**src/rtl/radix4_mult_sequencer_pkg.sv**
```systemverilog
// radix4_mult_pkg: shared FSM state type, digit width and step-count helper for the radix-4 multiplier.
package radix4_mult_pkg;
  typedef enum logic [1:0] {IDLE, CLEAR, RUN, DONE} state_t;
  localparam int DIGIT_W = 2;
  function automatic int steps(input int w);
    return w / 2;
  endfunction
endpackage

```
**src/rtl/radix4_mult_sequencer_pp_gen.sv**
```systemverilog
// radix4_pp_gen: combinational radix-4 partial product (0, M, 2M or 3M) of one multiplier digit.
module radix4_pp_gen
  import radix4_mult_pkg::*;
#(
  parameter int WORD_LENGHT = 16
) (
  input  logic [DIGIT_W-1:0]     digit,
  input  logic [WORD_LENGHT-1:0] mcand,
  output logic [WORD_LENGHT+1:0] pp
);
  logic [WORD_LENGHT+1:0] m1, m2;
  assign m1 = {2'b00, mcand};
  assign m2 = {1'b0, mcand, 1'b0};
  assign pp = digit == 2'd0 ? '0 : digit == 2'd1 ? m1 : digit == 2'd2 ? m2 : m1 + m2;
endmodule

```
**src/rtl/radix4_mult_sequencer.sv**
```systemverilog
// radix4_mult_sequencer: sequences an external 2-bit-per-step shifter and accumulates the radix-4 product.
module radix4_mult_sequencer
  import radix4_mult_pkg::*;
#(
  parameter int WORD_LENGHT = 16
) (
  input  logic                     clk,
  input  logic                     reset,
  input  logic                     start,
  input  logic [WORD_LENGHT-1:0]   multiplicand,
  input  logic [DIGIT_W-1:0]       mult_bits,
  output logic                     shift_enable,
  output logic                     synch_reset,
  output logic                     busy,
  output logic                     done,
  output logic [2*WORD_LENGHT-1:0] product
);
  localparam int STEPS = steps(WORD_LENGHT);
  localparam int SW = $clog2(STEPS);
  localparam int PW = 2 * WORD_LENGHT;
  state_t                 state_q, state_d;
  logic [SW-1:0]          step_q, step_d;
  logic [WORD_LENGHT-1:0] mcand_q, mcand_d;
  logic [PW-1:0]          acc_q, acc_d, product_q, product_d;
  logic [WORD_LENGHT+1:0] pp;
  logic [PW-1:0]          pp_ext, acc_sum;
  logic                   last, accept;
  radix4_pp_gen #(.WORD_LENGHT(WORD_LENGHT)) u_pp (
    .digit(mult_bits),
    .mcand(mcand_q),
    .pp   (pp)
  );
  assign last    = step_q == SW'(STEPS - 1);
  assign accept  = state_q == IDLE && start;
  assign pp_ext  = {{(WORD_LENGHT - 2){1'b0}}, pp} << {step_q, 1'b0};
  assign acc_sum = acc_q + pp_ext;
  always_ff @(posedge clk or negedge reset) begin
    if (!reset) begin
      state_q   <= IDLE;
      step_q    <= '0;
      mcand_q   <= '0;
      acc_q     <= '0;
      product_q <= '0;
    end else begin
      state_q   <= state_d;
      step_q    <= step_d;
      mcand_q   <= mcand_d;
      acc_q     <= acc_d;
      product_q <= product_d;
    end
  end
  always_comb begin
    state_d = state_q == IDLE  ? (start ? CLEAR : IDLE) :
              state_q == CLEAR ? RUN :
              state_q == RUN   ? (last ? DONE : RUN) : IDLE;
  end
  // The product register captures the final sum on the RUN->DONE edge so it is valid alongside done.
  always_comb begin
    mcand_d   = accept ? multiplicand : mcand_q;
    acc_d     = accept ? '0 : state_q == RUN ? acc_sum : acc_q;
    step_d    = state_q == CLEAR ? '0 : state_q == RUN ? step_q + SW'(1) : step_q;
    product_d = state_q == RUN && last ? acc_sum : product_q;
  end
  always_comb begin
    synch_reset  = state_q == CLEAR;
    shift_enable = state_q == RUN;
    busy         = state_q == CLEAR || state_q == RUN;
    done         = state_q == DONE;
  end
  assign product = product_q;
endmodule

```
**config.mk**
```make
export PLATFORM = sky130hd
export DESIGN_NAME = radix4_mult_sequencer
export DESIGN_NICKNAME = d
export VERILOG_FILES = /design/src/rtl/radix4_mult_sequencer_pkg.sv /design/src/rtl/radix4_mult_sequencer_pp_gen.sv /design/src/rtl/radix4_mult_sequencer.sv
export SDC_FILE = /design/constraint.sdc
export NUM_CORES = 1
export LEC_CHECK = 0
export CORE_MARGIN = 4
export CORE_UTILIZATION = 50
export DETAILED_ROUTE_END_ITERATION = 8
export GPL_TIMING_DRIVEN = 0
export MAX_ROUTING_LAYER = met4
export PLACE_DENSITY = 0.7
export SYNTH_ARGS = -nofsm -noshare
export SYNTH_HDL_FRONTEND = slang
export SYNTH_SLANG_ARGS = --single-unit
```
**constraint.sdc**
```tcl
create_clock -name clk -period 5.1 [get_ports clk]
set_input_delay 1.02 -clock clk [delete_from_list [all_inputs] [get_ports clk]]
set_output_delay 1.02 -clock clk [all_outputs]
set_load 0.1 [all_outputs]
```
==> results.cfg <==
[cts]
postCtsHoldBufs = 0
cts_buffer_depth = 2
cts_tree = done
cts_buffers = 9
clockRootBuffer = clkbuf_16
clock_latency_ns = 0.35
cts_sinks = 85
cts.clk_slew.worst_paths_ns = 0.07
htree_levels = 3

[placement]
place_congestion = 1.02
dp_hpwl_mm = 14.4
dp_slack_ns = -0.891
io_buffers = 55

[logic_synthesis]
yosys-top-cells-count = nand2_1, dfrtp_1, nor2_1
ys_ff_latch = 85
synth_mux_area_share_pct = 10.0
ys.flop_type = dfrtp_1
synth_area_leaders = dfrtp_1, ha_1, nand2_1
synth_xor_area_share_pct = 4.51
synth_warnings = 0
postSynthCellCount = 805
synthAdderAreaFrac_pct = 10.3
synth_top_area_share_pct = 31.3
synth_edf_count = 0
synth_most_common_cell = nand2_1
syn_area_per_cell_um2 = 8.44
yosysSeqAreaShare_pct = 31.3
synth_compound_area_share_pct = 21.1
netlist_area_um2 = 6800
synthesis.nets = 881
netlist-cell-type-count = 68
synth_top_family_by_area = compound AO/OA/AOI/OAI gates
synth-simple-area-share_pct = 18.9
synthArstFlopShare_pct = 100
yosys.area.top_type = dfrtp_1

[critical_path]
cp-end-kind = flip-flop
cp.required_ns = 5.37
r2r_cells = 21
startpoint_type = primary input
crit_type = in2reg
worstPathArrival_ns = 5.31
cp_max_fo = 10

[layout]
antenna_cells = 0
utilization_pct = 61.9
drive_above_1_share_pct = 12.8
area_growth_pct = 21.1
layout.nets = 958
fillers = 1168

[global_routing]
grt_first_pass_wirelength_mm = 32.1
grt_pass1_vias = 6437
grt-ovfl-total = 0
antenna_found_initial = 0
grt_start_max_net_pins = 67
grt.total_usage_pct = 25.9

[route]
finalWirelength_mm = 19.6
wl_met1_mm = 8.71
drc = 0
drtAntennaViolNets = 0
vias = 6461
wl_met2_mm = 9.37
drt_iter0_drc = 484
vias_per_cell = 6.09
drt_pre_antenna_iters = 6
routed.top_layer = met4
dr_wl_met3_mm = 1.06
wire_per_inst_um = 18.5

[timing]
final_hold_viol_count = 0
maxSlewViolCount = 0
timing.hold.ws_ns = 0.482
final.period_utilization_pct = 98.8
fin_skew_ns = 0.00720
slew_headroom_pct = 32.2
max_freq_ghz = 0.198
rsz0062_at_grt = yes
setup_violations = 0
setup_ws_ns = 0.0601
worstMarginPinSlew_ns = 1.02
finalCriticalPeriod_ns = 5.04

[floorplanning]
io-pin-count = 57
core_um2 = 13300
start_util_pct = 51.1
die_x_um = 125
dieArea_um2 = 15500
num_rows = 42
chipHeight_um = 125

[run_status]
status = completed

[hold_path]
min-delay-path-class = reg2reg
hold-path-cell-count = 2

[flow_run]
maxCapViolCount = 0
==> final cells by class <==
cell class,count,area (um2),area share [%]
clock inverters,5,77.6,0.943
inverters,25,93.8,1.14
clock buffers,9,225,2.74
flip-flops and latches,85,2130,25.8
plain buffers,41,168,2.04
well taps,176,220,2.68
repair buffers,69,677,8.23
multi-input cells,651,4640,56.4
==> metal layers <==
layer / global-route usage, % / up-vias
li1: - / 3061
met1: 33.5 / 3126
met2: 41.5 / 236
met3: 5.02 / 38
met4: 7.80 / 0
met5: - / -
==> registers in the layout, summed over array words and instances (netlist names) <==
| register | count |
|---|---|
| product | 32 |
| step_q | 3 |
| state_q | 2 |
| acc_q | 32 |
| mcand_q | 16 |
==> kinds of logic (layout without fill, tap and decap cells) <==
logic type,after synthesis,count (layout)
DFF,85,85
adders and majority gates,55,55
and+or+nand+nor,280,280
xor gates and xnor gates,35,35
muxes,63,63
buffers and inverters,69,149
AOI/OAI and AO/OA,218,218
==> path summary, 6_finish.rpt <==
check | startpoint | endpoint | slack, ns
worst max-delay path | mult_bits[0] | acc_q[24]$_DFFE_PN0P_ | 0.06
worst min register to register | product[27]$_DFFE_PN0P_ | product[27]$_DFFE_PN0P_ | 0.48
min in group asynchronous | reset | mcand_q[9]$_DFFE_PN0P_ | 0.55
worst max register to register | mcand_q[1]$_DFFE_PN0P_ | acc_q[24]$_DFFE_PN0P_ | 0.08
max in group asynchronous | reset | mcand_q[13]$_DFFE_PN0P_ | 3.90
worst min-delay path | product[27]$_DFFE_PN0P_ | product[27]$_DFFE_PN0P_ | 0.48
==> worst max-delay path, stage by stage <==
cell,delay (ns)
clkbuf_1,0.29
buf_1,0.45
nand3b_1,0.17
nand4_1,0.12
o21ai_0,0.15
a211oi_4,0.41
o21ai_0,0.18
o221ai_1,0.18
mux2i_1,0.16
ha_1,0.44
and3_1,0.26
and4_4,0.21
a221oi_2,0.22
nand2_1,0.13
a31oi_4,0.22
o21bai_1,0.10
a21o_1,0.23
and3_1,0.20
nor3_2,0.17
==> through the flow <==
| step | instance area, um2 | setup TNS, ns | instances |
|---|---|---|---|
| 2_1_floorplan | 6800 | 0 | 805 |
| 3_5_place_dp | 7590 | -19.67 | 1037 |
| 4_1_cts | 7990 | 0 | 1056 |
| 3_3_place_gp | 7570 | -24.70 | 1036 |
| 6_report | 8230 | 0 | 1061 |
| 5_1_grt | 8230 | -0.955 | 1061 |
==> placed cells by master, fill, tap and decap left out, types with 5 or more instances in the layout <==
cell	count
o21ai_0	45
o21ai_2	5
ha_1	49
o31ai_1	5
a22o_1	6
clkbuf_1	32
and2_1	7
clkdlybuf4s50_1	54
nand2b_1	7
xnor2_1	24
nand2_1	107
or3_1	6
a211oi_1	8
a21oi_1	42
nand3b_1	8
dfrtp_1	85
and3_1	6
a21o_1	19
nand4_1	6
nand3_1	19
clkbuf_16	9
o21a_1	8
xor2_1	10
nor3_1	17
o21ai_1	14
mux2_2	27
nor2b_1	6
inv_1	23
buf_4	14
o211ai_1	5
mux2i_1	32
nor2_1	72
o21bai_1	5
a21oi_2	6
==> repair_timing <==
item / 4_1_cts / 5_1_grt
endpoints found under the setup margin: 29 / 26
resized for setup: 12 / 48
buffers inserted: 6 / 7
pin swaps: 2 / 16
Power is not shown: default switching activity piles up to over one toggle a cycle in this logic, so the estimate is an artifact.
